`src/rtl/arb_pkg.sv`:
```
// Shared types for the memory-port arbiter.
//  arb_state_t : arbiter FSM state (IDLE, BUSY0 = fetch owns port, BUSY1 = load/store owns port)
//  WIDTH_DEF   : default address/data width
package arb_pkg;
  typedef enum logic [1:0] {
    IDLE  = 2'd0,
    BUSY0 = 2'd1,
    BUSY1 = 2'd2
  } arb_state_t;

  localparam int WIDTH_DEF = 32;
endpackage

```
`src/rtl/mux2_1.sv`:
```
// 2:1 operand mux steering one requester's operands onto the memory port.
//  sel : 0 = in0, 1 = in1
//  in0 / in1 : WIDTH-bit operands
//  y   : selected operand (purely combinational)
module mux2_1 #(
  parameter int WIDTH = 32
) (
  input  logic             sel,
  input  logic [WIDTH-1:0] in0,
  input  logic [WIDTH-1:0] in1,
  output logic [WIDTH-1:0] y
);
  assign y = sel ? in1 : in0;
endmodule

```
`src/rtl/mem_port_arbiter.sv`:
```
// Round-robin arbiter sharing one memory port between fetch (port 0) and
// load/store (port 1), with single-transaction handshake and timeout abort.
//  clk, rst_n            : clock, async active-low reset
//  req/addr/wdata/we 0,1 : per-port request and operands (held until done/err)
//  gnt0/1                : port owns the memory port
//  done0/1, err0/1       : 1-cycle completion / timeout-abort pulses
//  sel                   : operand mux select (0 = port 0, 1 = port 1)
//  mem_valid, mem_we     : memory-side transaction strobe and registered write enable
//  mem_addr, mem_wdata   : muxed operands to the memory port
//  mem_ready             : memory completion strobe
module mem_port_arbiter
  import arb_pkg::*;
#(
  parameter int WIDTH   = WIDTH_DEF,
  parameter int TIMEOUT = 16
) (
  input  logic             clk,
  input  logic             rst_n,
  input  logic             req0,
  input  logic             req1,
  input  logic [WIDTH-1:0] addr0,
  input  logic [WIDTH-1:0] addr1,
  input  logic [WIDTH-1:0] wdata0,
  input  logic [WIDTH-1:0] wdata1,
  input  logic             we0,
  input  logic             we1,
  output logic             gnt0,
  output logic             gnt1,
  output logic             done0,
  output logic             done1,
  output logic             err0,
  output logic             err1,
  output logic             sel,
  output logic             mem_valid,
  output logic             mem_we,
  output logic [WIDTH-1:0] mem_addr,
  output logic [WIDTH-1:0] mem_wdata,
  input  logic             mem_ready
);
  // TIMEOUT=0 would give a zero-width timer; keep at least one bit.
  localparam int TW = (TIMEOUT > 0) ? $clog2(TIMEOUT + 1) : 1;
  localparam logic [TW-1:0] TLAST = TW'((TIMEOUT > 0) ? TIMEOUT - 1 : 0);

  arb_state_t    state, state_nxt;
  logic          last;
  logic [TW-1:0] timer;
  logic          mem_we_q;
  logic          busy0, busy1, tmo_hit;

  assign busy0   = (state == BUSY0);
  assign busy1   = (state == BUSY1);
  assign tmo_hit = (TIMEOUT != 0) && (timer == TLAST);

  // Everything below depends only on registered state (and mem_ready for
  // the completion pulses), so there is no combinational req->gnt path.
  assign gnt0      = busy0;
  assign gnt1      = busy1;
  assign sel       = busy1;
  assign mem_valid = busy0 | busy1;
  assign mem_we    = mem_we_q;
  // mem_ready in the timeout cycle counts as completion, not abort.
  assign done0     = busy0 & mem_ready;
  assign done1     = busy1 & mem_ready;
  assign err0      = busy0 & ~mem_ready & tmo_hit;
  assign err1      = busy1 & ~mem_ready & tmo_hit;

  always_comb begin
    state_nxt = state;
    case (state)
      // On a tie the port that did not go last wins.
      IDLE:    if (req0 && (!req1 || last)) state_nxt = BUSY0;
               else if (req1)               state_nxt = BUSY1;
      // Completion hands straight to the other port if it waits; the
      // finishing port is never regranted in its own done cycle.
      BUSY0:   if (mem_ready)    state_nxt = req1 ? BUSY1 : IDLE;
               else if (tmo_hit) state_nxt = IDLE;
      BUSY1:   if (mem_ready)    state_nxt = req0 ? BUSY0 : IDLE;
               else if (tmo_hit) state_nxt = IDLE;
      default: state_nxt = IDLE;
    endcase
  end

  always_ff @(posedge clk or negedge rst_n) begin
    if (!rst_n) begin
      state    <= IDLE;
      last     <= 1'b1;
      timer    <= '0;
      mem_we_q <= 1'b0;
    end else begin
      state <= state_nxt;
      if ((busy0 || busy1) && (mem_ready || tmo_hit))
        last <= busy1;
      if (!(busy0 || busy1) || mem_ready || tmo_hit)
        timer <= '0;
      else if (timer != '1)
        timer <= timer + 1'b1;
      // Capture the winner's we on every ownership change.
      if (state_nxt != state)
        mem_we_q <= (state_nxt == BUSY0) ? we0 :
                    (state_nxt == BUSY1) ? we1 : 1'b0;
    end
  end

  mux2_1 #(.WIDTH(WIDTH)) u_mux_addr (
    .sel(sel), .in0(addr0), .in1(addr1), .y(mem_addr)
  );

  mux2_1 #(.WIDTH(WIDTH)) u_mux_wdata (
    .sel(sel), .in0(wdata0), .in1(wdata1), .y(mem_wdata)
  );
endmodule

```
`config.mk`:
```
export PLATFORM = sky130hd
export DESIGN_NAME = mem_port_arbiter
export DESIGN_NICKNAME = d
export VERILOG_FILES = /design/src/rtl/arb_pkg.sv /design/src/rtl/mux2_1.sv /design/src/rtl/mem_port_arbiter.sv
export SDC_FILE = /design/constraint.sdc
export NUM_CORES = 1
export LEC_CHECK = 0
export ABC_AREA = 0
export CAP_MARGIN = 15
export CORE_ASPECT_RATIO = 1.75
export CORE_MARGIN = 4
export CORE_UTILIZATION = 22
export DETAILED_ROUTE_END_ITERATION = 10
export PLACE_DENSITY_LB_ADDON = 0.25
export SLEW_MARGIN = 10
export SYNTH_ARGS = -nofsm -noshare
export SYNTH_HDL_FRONTEND = slang
export SYNTH_SLANG_ARGS = --single-unit
export TNS_END_PERCENT = 5
```
`constraint.sdc`:
```
create_clock -name clk -period 2.45 [get_ports clk]
set_clock_uncertainty 0.2 [all_clocks]
set_input_delay 0.735 -clock clk [delete_from_list [all_inputs] [get_ports clk]]
set_output_delay 0.735 -clock clk [all_outputs]
set_load 0.005 [all_outputs]
```
* Word level (Yosys, flattened, before mapping)
Cells that the tools add are included.
** Word-level totals
- Logic and storage cells :: 45
- Input bits :: 135
- Bits in read-only memories :: 0
- Memories :: 0
- Latch bits :: 0
- Output and inout port bits :: 73
- Bits in registers :: 9
- Memory bits (writable) :: 0
** Operators by class
- Divide/modulo/power cells :: 0
- $add $sub $neg :: 1
- Eq/ne operators :: 7
- Bitwise logic cells :: 8
- Multiply operators :: 0
- Reduce and logical (&&, ||, !) cells :: 11
- Multiplexer cells :: 14
- Order comparisons :: 0
- Shifts and indexed selects :: 0
** Operator list (number)
- two-way mux 32 bit :: 2
- two-way mux 2 bit :: 6
- two-way mux 5 bit :: 2
- AND 1 bit :: 6
- one-hot mux 2 bit (3 select lines) :: 1
- adder 5 x 1 -> 5 bit, second input constant :: 1
- == test 5 x 4 -> 1 bit, second input constant :: 1
- logical OR 1 bit :: 5
- != test 5 bit, second input constant :: 1
- == test 2 x 1 -> 1 bit, second input constant :: 2
- == test 2 bit, second input constant :: 2
- two-way mux 1 bit :: 3
- logical AND 1 bit :: 2
- zero test 1 bit :: 2
- zero test 2 bit :: 1
- != test 2 bit :: 1
- nonzero test 2 bit :: 1
- NOT 1 bit :: 1
- bitwise OR 1 bit :: 1

* Depth between registers and ports, before layout
Gate-level depths: netlist (run 1).
- Depth in word-level cells :: 8
- Depth in mapped cells :: 9
- Gate-level depth less buffers :: 9

* By module
From an unflattened synthesis (run 1), not the netlist that was laid out.
** Second synthesis, totals
- Cell total of the unflattened synthesis :: 141
- Area, all modules :: 1764.2 µm²
** By module, submodules not included
- mux2_1 :: area each 544.3 µm², cells an instance 36, times used 2
- mem_port_arbiter :: area each 675.6 µm², cells an instance 69, times used 1

* Worst setup path after synthesis (run 1)
OpenSTA, ideal clock, no wires.
- Path kind :: register -> output
- Start point :: reg state[0]
- End point :: out mem_wdata[15]
- Buffers on the path :: 2
- Arrival time :: 1855 ps
- Required time :: 1515 ps
- Setup slack :: -340 ps
- Stages on the path, launching flop included :: 6
- Cell sequence :: dfrtp_1 > inv_1 > ha_1 > buf_1 > clkbuf_1 > mux2_2
** On the way
- Word-level cells in the longest chain between the ends :: 2
** Ends and longest elaborated chain
- start, declared :: RTL line mem_port_arbiter.sv:44 : arb_state_t state, state_nxt;
- start signal, assigned :: RTL line mem_port_arbiter.sv:90 : state <= state_nxt;
- == test 2 bit :: RTL line mem_port_arbiter.sv:51 : assign busy1 = (state == BUSY1);
- named net gnt1 :: RTL line mem_port_arbiter.sv:28 : output logic gnt1,
- two-way mux 32 bit :: RTL line mux2_1.sv:13 : assign y = sel ? in1 : in0;
- end, declared :: RTL line mem_port_arbiter.sv:37 : output logic [WIDTH-1:0] mem_wdata,
The timed path passes the listed nets, and every way through them passes these cells.

* Final worst setup path (run 1)
- Start point :: reg state[0]
- End point :: out mem_addr[11]
** On the way
- Word-level cells in the longest chain between the ends :: 2
** Ends and longest elaborated chain
- == test 2 bit :: RTL line mem_port_arbiter.sv:51
- two-way mux 32 bit :: RTL line mux2_1.sv:13
- end, declared :: RTL line mem_port_arbiter.sv:36 : output logic [WIDTH-1:0] mem_addr,
Every way passes these cells.

==> impl_results.md, run 1 <==
* Status: finished, violations left
* Failing checks: setup timing
* Hold Crit Class: flop to flop
* Worst EP required at 1.51 ns
* CP Launch Type: flop
* Asr flop ratio synth at 1.000
* Post-synthesis sequential area ratio at 0.1574
* Slew Limit Fails at 0
* Top_reg_cell synth: dfrtp_1
* Max_cap viols at 0
* Met2 Routed Length at around 5.1 mm
* Top delay family on crit path: buffers and inverters
* Die width at about 70 um
* HPWL after DPL at 6.720 mm
* DRC viols at 0
* Reg2Reg Depth at 10
* Unrepaired setup endpoints after global routing: true
* # diodes at 0
* Final Routed Wirelength at approximately 9 mm
* Top-area cell type share of the netlist area at 0.5087
* Stages on worst setup path at 7
* Setup ws final at -0.1836 ns
* Syn nets at around 290
* Synth Instances at ~140
* Placed Area at 3729 um^2
* Cells along the critical path: inv_2, ha_4, buf_12, buf_8, buf_12, mux2_2, buf_2
* Remaining global-route overflow at 0
* DR top layer: met4
* Min Clock Period, post-route at 2.634 ns
* Share of post-route cells with drive strength above 1 at 0.5000
* Tot GR Track Use at 0.2018
* Slowest cell on the critical path: dfrtp_1
* CTS Root Cell: clkbuf_8
* Synthesized area at ~1400 um^2
* Ranking of synthesized cells by area: mux2_2, dfrtp_1, ha_1, nor2_1, dfstp_2
* Final Wtd Congestion at between 0.8 and 0.9
* Library cells used by synthesis at 37
* Clock tree from TritonCTS: done
* Syn Area/Cell at between 10 and 15 um^2
* Row count at 38
* I/O Pins at around 210
* Vias per Instance at between 4 and 5
* Hold-fix buffers, CTS at 0
* Max FO, Critical Path at 8
* Fin area at around 4300 um^2
* FF+latch count, synth at 9
* Routed Antenna Nets at 0
* Core ar. at 6276 um^2
* First-pass GRT wire length at around 13 mm
* Clk_lat worst skew at approximately 0.24 ns
* CTS buffer count at 3
* Fin crit share at 1.075
* CTS sink cnt at 9
* Port buffer count at about 210
* Clock slew at reported path FFs at roughly 0.050 ns
* Nets at between 500 and 600
* Met3 WL at around 940 um
* Avg WL per Cell at approximately 20 um
* Total Power at about 3.4 mW
* Most numerous cell in the Yosys netlist: mux2_2
* 1st-iter DRT viols at 69
* CTS max path bufs at 2
* First-pass DRT Iterations at 5
* Hold slack at 0.3415 ns
* WL met1 at roughly 2.8 mm
* Worst Hold Depth at 2
* Crit path buffers/inverters at 5
* Die Ht at 115.0 um
* Commonest cells post-synth: mux2_2, nor2_1, dfrtp_1
* Biggest area consumer among synthesized cells: mux2_2
* Slew headroom at 0.6820
* Arrival @ worst endpoint at ~1.7 ns
* PwrDens at roughly 790 nW/um^2
* Final Setup Violations at 64
* Yosys warns at 0
* Most used cell, CP: buf_12
* Layout area overhead at 200.2%
* Initial Util at 0.2293
* VDD IR max at roughly 0.50 mV
* Kind of critical path: flop to output pin
* CP max stage delay at around 0.39 ns
* FMAX at between 300 and 400 MHz
* Number of synthesized flops with an enable pin at 0
* Htree depth at 1
* Crit path capture type: output pin
* Final hold viol count at 0
* Vias in the first global route at about 2300
* Initial antenna violation count at 0
* Die area at 7949 um^2
* Largest net degree at the start of global routing at 10
* Vias at between 2000 and 2500
* Fin util at 0.6882
* Slew @ Worst Pin at roughly 0.48 ns
* Leak pwr at ~2.0 nW
-- metrics by stage --
stage	cells	TNS, ns	setup slack (ns)
floorplan	143	-0.2550	-0.01275
global placement	439	-23.35	-0.5747
detailed placement	439	-23.95	-0.5810
CTS	459	-10.34	-0.2250
global route	460	-10.67	-0.2567
finish	460	-7.954	-0.1836
-- metal layers --
metal  global-route usage  up-vias
met5                    0        -
met4              0.06258        0
met3              0.08749       16
met1               0.1836     1000
met2               0.3960      129
li1                     -     1008
-- cells by family (layout without fill, tap and decap cells) --
kind of cell,count (synthesis),count (layout),synth area share
adders and majority gates,7,7,0.06087
DFF,9,9,0.1574
xor gates and xnor gates,3,3,0.01826
and+or+nand+nor,29,29,0.1209
buffers and inverters,14,251,0.04173
muxes,66,66,0.5157
AOI/OAI and AO/OA,15,15,0.08522
-- where the power goes --
group	internal [mW]	switching [mW]	total (mW)
Sequential	0.193	0.0330	0.226
Clock	0.112	0.0674	0.179
Combinational	1.97	1.04	3.01
-- area by class of cell --
cell class                      instances  area, um^2
Timing Repair Buffer                  241        2516
Clock inverter                          1       5.005
Multi-Input combinational cell        120        1408
Tap cell                               80       100.1
Clock buffer                            3       41.29
Sequential cell                         9       226.5
Fill cell                             473        1957
Inverter                                6       22.52
-- cell usage in the layout, fill, tap and decap left out, drive strengths merged, types with 2 or more instances in the layout --
master | synthesis | routed
nor2 | 10 | 10
buf | 7 | 93
clkbuf | 1 | 11
ha | 7 | 7
and3b | 2 | 2
o21ai | 3 | 3
a211oi | 2 | 2
xor2 | 2 | 2
nand2 | 2 | 2
mux2 | 65 | 65
clkdlybuf4s50 | 0 | 134
dfrtp | 8 | 8
a21oi | 3 | 3
inv | 6 | 6
nand3 | 4 | 4
dlygate4sd2 | 0 | 4
and2 | 2 | 2
-- flip-flops by register name (all words and copies together) (netlist names) --
| name | flops |
|---|---|
| last | 1 |
| mem_we | 1 |
| state | 2 |
| timer | 5 |
-- timing repair --
item	in CTS	in global routing
buffers inserted	10	2
endpoints found under the setup margin	73	72
gates cloned	6	0
gates resized for setup	334	66
pin swaps	1	1
-- worst register-to-register path: stages (launching register included) --
cell	delay [ns]
dfrtp_1	0.41
ha_4	0.19
buf_6	0.13
buf_12	0.12
buf_8	0.12
or2_1	0.22
a32oi_1	0.31
nand2_1	0.14
a2bb2oi_2	0.17
nor4_2	0.06
a311o_1	0.33
-- path summary, 6_finish.rpt --
path	startpoint	slack, ns	endpoint
min reg2reg	timer[3]	0.34	timer[3]
min	timer[3]	0.34	timer[3]
min in group asynchronous	rst_n	0.62	timer[2]
max in group asynchronous	rst_n	1.08	last
max	state[0]	-0.18	mem_addr[11]
max reg2reg	state[1]	-0.08	mem_we
Note: power is estimated with default switching activity, not from simulation.
==> run 2: changes to the inputs <==
--- a/config.mk
+++ b/config.mk
@@ -10,6 +10,7 @@
 export CORE_ASPECT_RATIO = 1.75
 export CORE_MARGIN = 4
 export CORE_UTILIZATION = 22
+export CTS_CLUSTER_SIZE = 28
 export DETAILED_ROUTE_END_ITERATION = 10
 export PLACE_DENSITY_LB_ADDON = 0.25
 export SLEW_MARGIN = 10
==> results of run 2 <==
The final DEF is identical to that of run 1; final timing and power are the same.
